## config.mk

```make
export PLATFORM = sky130hd
export DESIGN_NAME = hazard_ctrl
export DESIGN_NICKNAME = d
export VERILOG_FILES = /design/src/rtl/hazard_ctrl.sv
export SDC_FILE = /design/constraint.sdc
export NUM_CORES = 1
export LEC_CHECK = 0
export ABC_AREA = 1
export BUFFER_PORTS_ARGS = -buffer_cell sky130_fd_sc_hd__buf_4
export CAP_MARGIN = 15
export CORE_UTILIZATION = 50
export DETAILED_ROUTE_END_ITERATION = 10
export GPL_TIMING_DRIVEN = 0
export PLACE_DENSITY = 0.76
export SYNTH_ARGS = -nofsm -noshare
export SYNTH_HDL_FRONTEND = slang
export SYNTH_SLANG_ARGS = --single-unit
export TNS_END_PERCENT = 50
```

## constraint.sdc

```tcl
create_clock -name clk_i -period 2.16 [get_ports clk_i]
set_clock_uncertainty 0.2 [all_clocks]
set_input_delay 0.108 -clock clk_i [delete_from_list [all_inputs] [get_ports clk_i]]
set_output_delay 0.108 -clock clk_i [all_outputs]
set_load 0.01 [all_outputs]
```

## src/rtl/hazard_ctrl.sv

```systemverilog
// Hazard control for a 5-stage MIPS-style pipeline: load-use / branch-operand stalls, taken-branch flush, data-memory freeze.
// Latency: all control outputs are combinational from state, rem and current inputs (same-cycle response).
// Backpressure: dmem_busy_i freezes the back half and holds PC/IF-ID; the pending stall resumes once it drops.
//
// Ports:
//   clk_i, rst_n_i                       clock, synchronous active-low reset
//   ex_memread_i, ex_regwrite_i          EX-stage instruction is a load / writes a register
//   ex_wr_addr_i                         EX-stage destination register
//   id_rs_i, id_rt_i, id_uses_rt_i       ID-stage source registers, rt-used flag
//   id_is_branch_i, branch_taken_i       ID-stage branch compare, resolved taken
//   dmem_busy_i                          data memory not ready
//   pc_write_o, if_id_write_o            PC / IF-ID update enables
//   if_id_flush_o, id_ex_bubble_o        IF-ID clear, ID-EX control bubble
//   pipe_freeze_o                        hold ID-EX, EX-MEM, MEM-WB
//   stall_cnt_o, flush_cnt_o             saturating performance counters
module hazard_ctrl #(
    parameter int CNT_W = 16
) (
    input  logic             clk_i,
    input  logic             rst_n_i,
    input  logic             ex_memread_i,
    input  logic             ex_regwrite_i,
    input  logic [4:0]       ex_wr_addr_i,
    input  logic [4:0]       id_rs_i,
    input  logic [4:0]       id_rt_i,
    input  logic             id_uses_rt_i,
    input  logic             id_is_branch_i,
    input  logic             branch_taken_i,
    input  logic             dmem_busy_i,
    output logic             pc_write_o,
    output logic             if_id_write_o,
    output logic             if_id_flush_o,
    output logic             id_ex_bubble_o,
    output logic             pipe_freeze_o,
    output logic [CNT_W-1:0] stall_cnt_o,
    output logic [CNT_W-1:0] flush_cnt_o
);

    typedef enum logic [1:0] {
        RUN      = 2'd0,
        STALL    = 2'd1,
        MEM_WAIT = 2'd2
    } state_t;

    localparam logic [CNT_W-1:0] CNT_MAX = {CNT_W{1'b1}};
    localparam logic [CNT_W-1:0] CNT_ONE = {{(CNT_W-1){1'b0}}, 1'b1};

    state_t     state_q, state_d;
    state_t     ret_q, ret_d;      // state to resume once the memory wait ends
    state_t     eff_state;
    logic [1:0] rem_q, rem_d;
    logic [1:0] need;
    logic       match;

    logic [CNT_W-1:0] stall_cnt_q, flush_cnt_q;

    // Register dependence between EX destination and ID sources; $zero never hazards.
    always_comb begin
        match = (ex_wr_addr_i != 5'd0) &&
                ((ex_wr_addr_i == id_rs_i) || (id_uses_rt_i && (ex_wr_addr_i == id_rt_i)));
        need = 2'd0;
        if (ex_memread_i && match && id_is_branch_i) begin
            need = 2'd2;
        end else if (ex_memread_i && match) begin
            need = 2'd1;
        end else if (ex_regwrite_i && match && id_is_branch_i) begin
            need = 2'd1;
        end
    end

    // In MEM_WAIT the cycle busy drops already behaves as the held state, so
    // no dead cycle is inserted between the freeze and the resumed work.
    assign eff_state = (state_q == MEM_WAIT) ? ret_q : state_q;

    always_comb begin
        pc_write_o     = 1'b1;
        if_id_write_o  = 1'b1;
        if_id_flush_o  = 1'b0;
        id_ex_bubble_o = 1'b0;
        pipe_freeze_o  = 1'b0;
        state_d        = eff_state;
        ret_d          = ret_q;
        rem_d          = rem_q;

        if (!rst_n_i) begin
            pc_write_o     = 1'b0;
            if_id_write_o  = 1'b0;
            if_id_flush_o  = 1'b1;
            id_ex_bubble_o = 1'b1;
            state_d        = RUN;
            ret_d          = RUN;
            rem_d          = 2'd0;
        end else if (dmem_busy_i) begin
            pc_write_o    = 1'b0;
            if_id_write_o = 1'b0;
            pipe_freeze_o = 1'b1;
            state_d       = MEM_WAIT;
            ret_d         = eff_state;
        end else if (eff_state == STALL) begin
            // Committed stall: hazard inputs may have moved on, keep stalling.
            pc_write_o     = 1'b0;
            if_id_write_o  = 1'b0;
            id_ex_bubble_o = 1'b1;
            rem_d          = rem_q - 2'd1;
            state_d        = (rem_q <= 2'd1) ? RUN : STALL;
        end else if (need != 2'd0) begin
            pc_write_o     = 1'b0;
            if_id_write_o  = 1'b0;
            id_ex_bubble_o = 1'b1;
            if (need == 2'd2) begin
                state_d = STALL;
                rem_d   = 2'd1;
            end else begin
                state_d = RUN;
                rem_d   = 2'd0;
            end
        end else if (branch_taken_i) begin
            if_id_flush_o = 1'b1;
        end
    end

    always_ff @(posedge clk_i) begin
        if (!rst_n_i) begin
            state_q     <= RUN;
            ret_q       <= RUN;
            rem_q       <= 2'd0;
            stall_cnt_q <= '0;
            flush_cnt_q <= '0;
        end else begin
            state_q <= state_d;
            ret_q   <= ret_d;
            rem_q   <= rem_d;
            if ((id_ex_bubble_o || pipe_freeze_o) && (stall_cnt_q != CNT_MAX)) begin
                stall_cnt_q <= stall_cnt_q + CNT_ONE;
            end
            if (if_id_flush_o && (flush_cnt_q != CNT_MAX)) begin
                flush_cnt_q <= flush_cnt_q + CNT_ONE;
            end
        end
    end

    assign stall_cnt_o = stall_cnt_q;
    assign flush_cnt_o = flush_cnt_q;

endmodule

```

==> run_results.csv, run 1 <==
group,metric,value,unit
run_status,status,"finished, final reports clean",
power_and_ir_drop,comb_power_share,13.6,%
synthesis,async_reset_ff_share,0,%
run,maxCapViolations,0,
global_route,grt_max_degree,14,
worst_setup_path,endpoint_kind,"register",
die,rows,25,
detailed_routing,met3WireLength,296,um
worst_setup_path,slowest_delay,400,ps
synthesis,syn_nets,385,
synthesis,synth_edf_count,0,
synthesis,yosysMostFrequentCell,"nand2_1",
finish,area_delta_synth_final,27.0,%
synthesis,postSynthCellCount,359,
worst_setup_path,critical_path.top_delay_family,"simple AND/OR/NAND/NOR gates",
synthesis,yosys-top-cells-count,"nand2_1 (102), dfxtp_1 (38), inv_1 (36)",
die,start_util,51.8,%
synthesis,syn_area,2430,sq um
global_route,first_global_vias,2247,
global_route,antenna_found_initial,0,
synthesis,ys_seq_elements,38,
worst_setup_path,cp.required,2130,ps
power_and_ir_drop,peakVddDrop,0.377,mV
synthesis,yosysTopAreaCell,"dfxtp_1",
detailed_routing,vias_per_cell,5.04,
detailed_routing,route.detailed.drc,0,
clock_network,postCtsSetupBuffers,0,
detailed_routing,route.vias.total,2426,
finish,fin_area,3090,sq um
timing,finalHoldViolations,0,
detailed_routing,ant_nets,0,
die,dieArea,5150,sq um
global_route,grt_pass1_wl,9.72,mm
power_and_ir_drop,p_leak,0.00132,uW
synthesis,ys.warnings.count,0,
detailed_routing,routed-wl-met2,2.79,mm
detailed_routing,drt-initial-drc-count,110,
die,core_area,4690,sq um
worst_setup_path,cp.arrival,1980,ps
power_and_ir_drop,pwr_density_cell,507,nW/um^2
die,ios,60,
timing,drv_slew,0,
timing,worst_slack,141,ps
synthesis,ys_seq_area_share,31.3,%
worst_setup_path,crit_chain,"ha_1 > inv_1 > nor4_4 > nand4_2 > nand2_4 > inv_4 > buf_6 > nand2_1 > a21oi_2",
synthesis,ys.flop_type,"dfxtp_1",
clock_network,clk_path_buf_depth,2,
detailed_routing,dr.pass1.iters,4,
finish,fin_cells,481,
synthesis,ys_types,33,
clock_network,tritoncts,"built",
clock_network,h-tree-depth,2,
detailed_routing,wl_met1,2.58,mm
global_route,grt_usage,23.6,%
detailed_routing,finalWirelength,5.75,mm
synthesis,synth.area.mux_share,0,%
power_and_ir_drop,swShare,26.2,%
synthesis,synth_top_area_share,31.3,%
hold_path,hold_class,"in -> reg",
power_and_ir_drop,cell_internal_pwr,1160,uW
power_and_ir_drop,p_sw,410,uW
synthesis,synth_compound_area_share,9.98,%
finish,antenna_cells,0,
clock_network,clock_sinks,38,
die,fp.dieH,71.7,um
timing,setup_violations,0,
clock_network,clock-root-buffer,"clkbuf_8",
synthesis,synth_area_leaders,"dfxtp_1 (31%), nand2_1 (16%), xor2_1 (7.2%)",
worst_setup_path,cp_slowest_cell,"dfxtp_2",
detailed_routing,top_layer_used,"met4",
die,fp.dieW,71.7,um
timing,rsz0062_at_grt,"false",
placement,hpwlAfterDp,4.27,mm
timing,worst_pin_slew,646,ps
worst_setup_path,crit_buf_inv,3,
finish,nNetsFinal,452,
power_and_ir_drop,pwr-share-seq,46.8,%
timing,min_period_over_period,93.5,%
synthesis,synth-xor-area-share,10.1,%
synthesis,synthSimpleGateAreaFrac,36.8,%
timing,slew_headroom,56.9,%
timing,max_freq,495,MHz
worst_setup_path,cp-start-kind,"register",
placement,dpl_cell_area,2940,sq um
clock_network,cts.clk_slew.worst_paths,80,ps
synthesis,avgSynthCellArea,6.78,sq um
placement,portBuffers,58,
finish,layout-drive-gt1-share,25.1,%
placement,place_ws,65.4,ps
detailed_routing,wire_per_inst,11.9,um
synthesis,synth_top_family_by_area,"simple AND/OR/NAND/NOR gates",
timing,period_needed,2020,ps
worst_setup_path,worstPathMaxFanout,10,
synthesis,synth_adder_area_share,1.54,%
placement,placedCellCount,471,
timing,setup_tns,0,ps
worst_setup_path,crit_type,"reg -> reg",
clock_network,clock_latency,300,ps
clock_network,cts_buffers,5,
power_and_ir_drop,pwr-share-clk,39.6,%
global_route,grt.overflow.total,0,
placement,place_congestion,0.852,
==> final cells by class <==
cell class / instances / area (sq um)
clock buffer: 5 / 68.8
sequential: 38 / 766
timing repair buffer: 61 / 465
fill: 417 / 1600
buffer: 11 / 85.1
multi-input combinational: 267 / 1430
tap: 54 / 67.6
clock inverter: 3 / 45.0
inverter: 42 / 160
==> worst min-delay path, cell delays in order <==
cell     delay, ps
buf_4          110
nand3_1        100
o32ai_1         90
nand2_1         50
o21ai_0         70
==> cell usage in the layout (no fill, tap or decap) <==
master and n:
nor4_4 1, nand3_2 3, inv_2 5, a21oi_1 26
o21ai_2 1, clkinvlp_4 2, buf_4 59, nand3_1 34
or2_4 1, nand4_1 3, o21ai_0 5, o32ai_1 1
bufinv_16 1, inv_1 36, clkbuf_1 3, clkbuf_8 5
buf_2 2, ha_1 2, nand2_4 3, dfxtp_1 34
o22ai_1 2, buf_6 5, nor2_2 1, nor2_1 28
xnor2_1 8, nor2_4 1, ha_2 1, nor4_1 4
nand4_2 1, dlygate4sd3_1 3, nand2_2 2, nor3b_2 1
nand2_1 102, a21oi_2 7, dfxtp_2 4, xor2_1 20
nor3_1 8, inv_4 1, nand3b_1 1
==> per-layer routing <==
layer	vias up	GRT usage [%]
met5	-	0
met4	0	8.28
met3	11	6.19
met2	52	41.7
met1	1079	27.4
li1	1284	-
==> repair_timing <==
action                     in CTS  in global routing
hold endpoints to repair       10                  0
gates resized for setup         0                  7
hold buffers                    3                  0
setup endpoints to repair       0                 24
==> registers in the layout, indices dropped and copies added (netlist names) <==
register / flops
rem_q: 2
ret_q: 2
flush_cnt_o: 16
state_q: 2
stall_cnt_o: 16
==> path summary, 6_finish.rpt <==
| path | start | to | slack, ps | cells after the start |
|---|---|---|---|---|
| worst max-delay path | stall_cnt_o[0]$_SDFFE_PN0P_ | stall_cnt_o[8]$_SDFFE_PN0P_ | 140 | 9 |
| worst min-delay path | id_is_branch_i | state_q[0]$_SDFF_PP0_ | 70 | 5 |
| worst max register to register | stall_cnt_o[0]$_SDFFE_PN0P_ | stall_cnt_o[8]$_SDFFE_PN0P_ | 140 | 9 |
| worst min register to register | ret_q[0]$_SDFFE_PN0P_ | ret_q[0]$_SDFFE_PN0P_ | 270 | 2 |
==> metrics by stage <==
step / hold slack [ps] / util, % / power (uW)
after floorplan: 58.8 / - / 864
after global placement: 228 / 62.6 / 949
after detailed placement: 233 / 62.6 / 956
after CTS: 64.0 / 65.6 / 1580
after global routing: 60.9 / 65.8 / 1640
final: 65.7 / 65.8 / 1560
==> power groups by stage <==
stage | Sequential [uW] | Combinational [uW] | Clock, uW
3_3_place_gp | 746 | 203 | 0
6_report | 733 | 213 | 619
4_1_cts | 730 | 214 | 636
2_1_floorplan | 747 | 117 | 0
5_1_grt | 736 | 238 | 664
3_5_place_dp | 747 | 209 | 0
==> cell families (layout without fill, tap and decap cells) <==
| logic type | count (synthesis) | after routing |
|---|---|---|
| adder cells (fa/ha/maj) | 3 | 3 |
| AND/OR/NAND/NOR | 194 | 194 |
| AO/OA/AOI/OAI | 42 | 42 |
| XOR/XNOR | 28 | 28 |
| flip-flops | 38 | 38 |
| buffers and inverters | 54 | 122 |
No activity file was read; power rests on OpenSTA's default activity.
==> inputs of run 2 (changes only) <==
--- a/config.mk
+++ b/config.mk
@@ -9,6 +9,7 @@
 export BUFFER_PORTS_ARGS = -buffer_cell sky130_fd_sc_hd__buf_4
 export CAP_MARGIN = 15
 export CORE_UTILIZATION = 50
+export CTS_CLUSTER_DIAMETER = 100
 export DETAILED_ROUTE_END_ITERATION = 10
 export GPL_TIMING_DRIVEN = 0
 export PLACE_DENSITY = 0.76
==> constraint.sdc (replaced) <==
create_clock -name clk_i -period 2.16 [get_ports clk_i]
set_clock_uncertainty 0.2 [all_clocks]
set_input_delay 0 -clock clk_i [delete_from_list [all_inputs] [get_ports clk_i]]
set_output_delay 0 -clock clk_i [all_outputs]
set_load 0.01 [all_outputs]
==> run 2 against run 1 <==
  * Count of clock-buffer cells in the layout unchanged
  * Maximum frequency decreased by 1.2%
  * Global-route usage increased by 0.24 points
  * Sequential power about the same
  * Die area unchanged
  * Via count increased by 0.25%
  * Design area increased by 0.93%
  * Non-clock buffer count increased by 4
  * Setup slack got worse by 24 ps
  * Critical path type is now in -> reg
  * Critical endpoint is now state_q[1]$_SDFF_PN0_
==> run_results.csv, run 2 (synthesized netlist as in run 1, its figures left out) <==
group,metric,value,unit
clock_network,clock_sinks,38,
worst_setup_path,cp_slowest_cell,"dlygate4sd3_1",
global_route,antenna_found_initial,0,
clock_network,postCtsSetupBuffers,0,
global_route,grt.overflow.total,0,
timing,setup_tns,0,ps
detailed_routing,finalWirelength,5.85,mm
worst_setup_path,crit_buf_inv,4,
finish,antenna_cells,0,
die,start_util,51.8,%
worst_setup_path,path_common_cell,"dlygate4sd3_1",
placement,portBuffers,58,
detailed_routing,wire_per_inst,12.1,um
timing,slew_headroom,57.9,%
worst_setup_path,crit_chain,"dlygate4sd3_1 > buf_2 > nand2_1 > dlygate4sd3_1 > nand2_1 > dlygate4sd3_1",
clock_network,clk_path_buf_depth,2,
hold_path,hold_class,"in -> reg",
worst_setup_path,endpoint_kind,"register",
worst_setup_path,cp-start-kind,"input pin",
timing,worst_slack,118,ps
detailed_routing,drt-initial-drc-count,114,
die,core_area,4690,sq um
placement,hpwlAfterDp,4.27,mm
detailed_routing,route.vias.total,2432,
clock_network,cts.clk_slew.worst_paths,90,ps
finish,area_delta_synth_final,28.1,%
placement,place_ws,65.4,ps
worst_setup_path,cp.required,2150,ps
run_status,status,"finished, final reports clean",
clock_network,clock_latency,310,ps
timing,max_freq,490,MHz
finish,layout-drive-gt1-share,24.6,%
clock_network,h-tree-depth,2,
worst_setup_path,crit_type,"in -> reg",
worst_setup_path,cp.arrival,2030,ps
power_and_ir_drop,total_power,1570,uW
power_and_ir_drop,peakVddDrop,0.377,mV
worst_setup_path,slowest_delay,590,ps
timing,rsz0062_at_grt,"false",
timing,worst_pin_slew,632,ps
timing,min_period_over_period,94.6,%
timing,drv_slew,0,
die,fp.dieW,71.7,um
die,fp.dieH,71.7,um
global_route,grt_usage,23.8,%
placement,place_congestion,0.852,
die,ios,60,
worst_setup_path,critical_path.top_delay_family,"buffers and inverters",
finish,nNetsFinal,456,
die,rows,25,
clock_network,cts_buffers,5,
run,maxCapViolations,0,
timing,setup_violations,0,
detailed_routing,route.detailed.drc,0,
timing,finalHoldViolations,0,
detailed_routing,dr.pass1.iters,4,
clock_network,tritoncts,"built",
clock_network,clock-root-buffer,"clkbuf_8",
global_route,grt_max_degree,14,
finish,final_cell_mix,"nand2_1 (102), buf_4 (59), inv_1 (36)",
placement,dpl_cell_area,2940,sq um
finish,fin_util,66.4,%
detailed_routing,vias_per_cell,5.01,
global_route,grt_pass1_wl,9.78,mm
detailed_routing,ant_nets,0,
finish,layout_commonest_cell,"nand2_1",
power_and_ir_drop,pwr_density_cell,505,nW/um^2
power_and_ir_drop,p_leak,0.00133,uW
die,dieArea,5150,sq um
timing,period_needed,2040,ps
global_route,first_global_vias,2260,
finish,fin_area,3120,sq um
worst_setup_path,worstPathMaxFanout,10,
[run 2: changes by cell type in the layout (fill, tap and decap cells not counted), sizes merged]
cell / delta
dlygate4sd3: +3
buf: +1
[run 2: layout make-up]
| cell class | instances | area (sq um) |
|---|---|---|
| tap | 54 | 67.6 |
| clock inverter | 3 | 45.0 |
| clock buffer | 5 | 68.8 |
| sequential | 38 | 766 |
| fill | 414 | 1580 |
| inverter | 42 | 160 |
| multi-input combinational | 267 | 1420 |
| timing repair buffer | 64 | 495 |
| buffer | 12 | 90.1 |
[run 2: layer usage]
| layer | vias up | routed length (um) | global-route usage, % | share of wire (%) |
|---|---|---|---|---|
| met2 | 53 | 2860 | 42.6 | 49 |
| met3 | 12 | 272 | 6.19 | 4.7 |
| met1 | 1080 | 2630 | 27.4 | 45 |
| met5 | - | 0 | 0 | 0 |
| met4 | 0 | 87 | 8.28 | 1.5 |
| li1 | 1287 | - | - | - |
[run 2: timing repair]
| action | CTS | global route |
|---|---|---|
| hold endpoints to repair | 10 | 0 |
| setup endpoints to repair | 0 | 23 |
| resized for setup | 0 | 5 |
| hold buffers | 6 | 0 |
[run 2: worst min-delay path, delay by kind of cell]
family	cells	cell delay, ps
AND/OR/NAND/NOR	2	250
buffers and inverters	2	130
AO/OA/AOI/OAI	2	130
[run 2: per-stage QoR]
step / instances / hold slack (ps)
2_1_floorplan: 359 / -52.4
3_3_place_gp: 471 / 120
3_5_place_dp: 471 / 125
4_1_cts: 485 / 64.0
5_1_grt: 485 / 122
6_report: 485 / 57.9
[run 2: final timing paths]
| kind | start | slack, ps | end | cells past startpoint |
|---|---|---|---|---|
| max reg2reg | stall_cnt_o[0]$_SDFFE_PN0P_ | 140 | stall_cnt_o[8]$_SDFFE_PN0P_ | 9 |
| min reg2reg | ret_q[1]$_SDFFE_PN0P_ | 260 | ret_q[1]$_SDFFE_PN0P_ | 2 |
| min | ex_regwrite_i | 60 | state_q[0]$_SDFF_PP0_ | 6 |
| max | rst_n_i | 120 | state_q[1]$_SDFF_PN0_ | 6 |
[run 2: where the power goes]
group	leakage, uW	switching (uW)	internal (uW)	total [uW]
combinational	0.000972	116	101	217
clock	0.0000504	280	344	624
sequential	0.000308	18.8	714	733
total	0.00133	415	1160	1570
==> inputs of run 3 (changes only) <==
--- a/config.mk
+++ b/config.mk
@@ -5,14 +5,13 @@
 export SDC_FILE = /design/constraint.sdc
 export NUM_CORES = 1
 export LEC_CHECK = 0
-export ABC_AREA = 1
 export BUFFER_PORTS_ARGS = -buffer_cell sky130_fd_sc_hd__buf_4
 export CAP_MARGIN = 15
-export CORE_UTILIZATION = 50
+export CORE_UTILIZATION = 35
 export CTS_CLUSTER_DIAMETER = 100
 export DETAILED_ROUTE_END_ITERATION = 10
 export GPL_TIMING_DRIVEN = 0
-export PLACE_DENSITY = 0.76
+export PLACE_DENSITY = 0.67
 export SYNTH_ARGS = -nofsm -noshare
 export SYNTH_HDL_FRONTEND = slang
 export SYNTH_SLANG_ARGS = --single-unit
==> run 3 against run 2 <==
  * The flow now finishes with violations (DRC)
  * First-iteration DRC count rose by 76%
  * Final cell count decreased by 12%
  * Design area is 2.2% higher
  * Setup slack worse by 76 ps
  * Core utilization shrank 17 points
  * Maximum frequency down 3.6%
  * Count of clock-buffer cells in the layout grew 2
  * Die area rose by 37%
  * Critical endpoint is now stall_cnt_o[3]$_SDFFE_PN0P_
==> run_results.csv, run 3 <==
group,metric,value,unit
detailed_routing,wire_per_inst,14.8,um
timing,finalHoldViolations,0,
worst_setup_path,critical_path.top_delay_family,"simple AND/OR/NAND/NOR gates",
power_and_ir_drop,swShare,26.7,%
timing,setup_tns,0,ps
detailed_routing,dr.pass1.iters,7,
synthesis,syn_area,2360,sq um
detailed_routing,finalWirelength,6.30,mm
synthesis,ys.warnings.count,0,
timing,max_freq,472,MHz
timing,worst_pin_slew,543,ps
worst_setup_path,worstReg2RegEnd,"stall_cnt_o[3]$_SDFFE_PN0P_",
run_status,violations,"DRC",
placement,hpwlAfterDp,4.49,mm
timing,drv_slew,0,
clock_network,cts_buffers,5,
finish,layout-drive-gt1-share,32.8,%
clock_network,clock_latency,300,ps
synthesis,yosysMostFrequentCell,"dfxtp_1",
global_route,grt.overflow.total,0,
placement,portBuffers,59,
synthesis,avgSynthCellArea,8.60,sq um
clock_network,clock-root-buffer,"clkbuf_8",
timing,period_needed,2120,ps
synthesis,syn_nets,300,
hold_path,hold_depth,4,
global_route,antenna_found_initial,0,
synthesis,yosysTopAreaCell,"dfxtp_1",
detailed_routing,drt-initial-drc-count,201,
worst_setup_path,cp.arrival,2080,ps
timing,setup_violations,0,
worst_setup_path,path_common_cell,"and3_4",
finish,area_delta_synth_final,35.2,%
die,ios,60,
die,fp.dieH,84.0,um
die,rows,29,
timing,rsz0062_at_grt,"true",
placement,place_ws,-256,ps
die,core_area,6420,sq um
power_and_ir_drop,p_leak,0.00121,uW
power_and_ir_drop,peakVddDrop,0.220,mV
synthesis,ys_types,56,
detailed_routing,vias_per_cell,5.53,
worst_setup_path,r2r_slack,40,ps
placement,place_congestion,0.791,
worst_setup_path,cp.required,2120,ps
worst_setup_path,slowest_delay,370,ps
power_and_ir_drop,pwr_density_cell,445,nW/um^2
power_and_ir_drop,cell_internal_pwr,1040,uW
synthesis,yosys-top-cells-count,"dfxtp_1 (38), nand2_1 (36), a21oi_1 (23)",
run,maxCapViolations,0,
detailed_routing,route.detailed.drc,14,
synthesis,async_reset_ff_share,0,%
hold_path,holdPathEnd,"rem_q[0]$_SDFFE_PN0P_",
global_route,grt_max_degree,12,
synthesis,ys_seq_area_share,32.3,%
synthesis,synth_area_leaders,"dfxtp_1 (32%), nand2_1 (5.7%), mux2i_1 (5.1%)",
synthesis,synth_top_area_share,32.3,%
run_status,status,"finished with violations",
global_route,grt_pass1_wl,10.4,mm
finish,antenna_cells,0,
clock_network,tritoncts,"built",
worst_setup_path,crit_type,"reg -> reg",
placement,dpl_cell_area,2900,sq um
timing,min_period_over_period,98.1,%
finish,nNetsFinal,374,
die,dieArea,7060,sq um
timing,slew_headroom,63.8,%
clock_network,clk_path_buf_depth,2,
die,fp.dieW,84.0,um
clock_network,clock_sinks,38,
synthesis,ys.flop_type,"dfxtp_1",
synthesis,ys_seq_elements,38,
finish,layout_commonest_cell,"buf_4",
worst_setup_path,cp-start-kind,"register",
worst_setup_path,worstRegToRegCells,9,
finish,fin_cells,425,
worst_setup_path,worstPathMaxFanout,11,
detailed_routing,route.vias.total,2350,
power_and_ir_drop,pwr-share-seq,51.0,%
global_route,first_global_vias,2195,
global_route,grt_usage,18.1,%
die,start_util,36.7,%
detailed_routing,ant_nets,0,
worst_setup_path,worstReg2RegStart,"stall_cnt_o[0]$_SDFFE_PN0P_",
timing,worst_slack,41.7,ps
clock_network,cts.clk_slew.worst_paths,70,ps
placement,placedCellCount,410,
finish,final_cell_mix,"buf_4 (63), nand2_1 (36), dfxtp_1 (28)",
synthesis,synth_edf_count,0,
hold_path,hold_class,"in -> reg",
power_and_ir_drop,pwr-share-clk,33.1,%
power_and_ir_drop,total_power,1420,uW
clock_network,h-tree-depth,2,
worst_setup_path,crit_buf_inv,3,
worst_setup_path,endpoint_kind,"register",
worst_setup_path,cp_slowest_cell,"dfxtp_4",
synthesis,postSynthCellCount,274,
power_and_ir_drop,p_sw,378,uW
finish,fin_area,3180,sq um
power_and_ir_drop,comb_power_share,15.9,%
hold_path,min-delay-start,"ex_memread_i",
worst_setup_path,crit_chain,"ha_4 > and3_4 > and3_4 > and4_4 > buf_6 > buf_8 > clkbuf_16 > o31ai_1 > a21oi_1",
==> run 3: changes by cell type in the layout (fill, tap and decap cells not counted), sizes merged, moves of 9 or more <==
cell / change
or4: +14
nand2b: +16
o31ai: +10
nor2: -22
xor2: -18
nand3: -21
a21oi: -9
nand2: -71
and3: +10
mux2i: +12
inv: -38
==> run 3: what timing repair did <==
action | CTS | global route
gates resized for setup | 5 | 27
hold endpoints to repair | 5 | 0
setup buffers | 1 | 2
pin swaps | 1 | 2
endpoints found under the setup margin | 23 | 30
hold buffers | 4 | 0
gates cloned | 0 | 1
==> run 3: power groups by stage <==
stage,clock [uW],combinational (uW),sequential [uW]
global placement,0,206,737
floorplan,0,118,738
detailed placement,0,210,737
CTS,475,217,721
global route,510,248,724
finish,469,225,723
==> run 3: cell families (layout without fill, tap and decap cells) <==
group,Yosys count,count (layout),share of synthesized area [%]
flops,38,38,32.3
fa+ha+maj,3,3,1.59
compound gates,64,64,20.9
simple gates,129,129,31.8
xor+xnor,10,10,3.72
buf+inv,18,92,4.62
mux,12,12,5.10
==> run 3: layout make-up <==
type                            count  area, sq um
Fill cell                         608         3240
Multi-Input combinational cell    218         1580
Sequential cell                    38          778
Timing Repair Buffer               67          531
Buffer                             14          109
Tap cell                           77         96.3
Clock buffer                        7         76.3
Inverter                            4         15.0
==> run 3: worst max-delay path by stage <==
stage | start | to | cells past startpoint
final | stall_cnt_o[0]$_SDFFE_PN0P_ | stall_cnt_o[3]$_SDFFE_PN0P_ | 9
after global routing | stall_cnt_o[9]$_SDFFE_PN0P_ | stall_cnt_o[3]$_SDFFE_PN0P_ | 9
after CTS | stall_cnt_o[2]$_SDFFE_PN0P_ | stall_cnt_o[0]$_SDFFE_PN0P_ | 9
after detailed placement | flush_cnt_o[0]$_SDFFE_PN0P_ | flush_cnt_o[13]$_SDFFE_PN0P_ | 7
after global placement | flush_cnt_o[0]$_SDFFE_PN0P_ | flush_cnt_o[11]$_SDFFE_PN0P_ | 7
after floorplan | stall_cnt_o[0]$_SDFFE_PN0P_ | stall_cnt_o[10]$_SDFFE_PN0P_ | 9
==> run 3: worst register-to-register path, stage by stage (launching register included) <==
cell	delay, ps
dfxtp_4	370
ha_4	160
and3_4	180
and3_4	170
and4_4	170
buf_6	130
buf_8	140
clkbuf_16	160
o31ai_1	220
a21oi_1	90
==> run 3: metal layers <==
layer,wire [um],share of wire (%),up-vias,GRT usage (%)
met4,111,1.8,0,5.64
met5,0,0,-,0
li1,-,-,1174,-
met3,348,5.5,10,3.76
met2,2840,45,63,27.9
met1,3000,48,1103,25.2
==> run 3: metrics by stage <==
step,hold slack [ps],utilization [%]
6_report,26.3,49.6
5_1_grt,41.1,49.6
3_5_place_dp,102,45.1
4_1_cts,14.7,47.3
3_3_place_gp,94.5,45.1
2_1_floorplan,-71.2,-
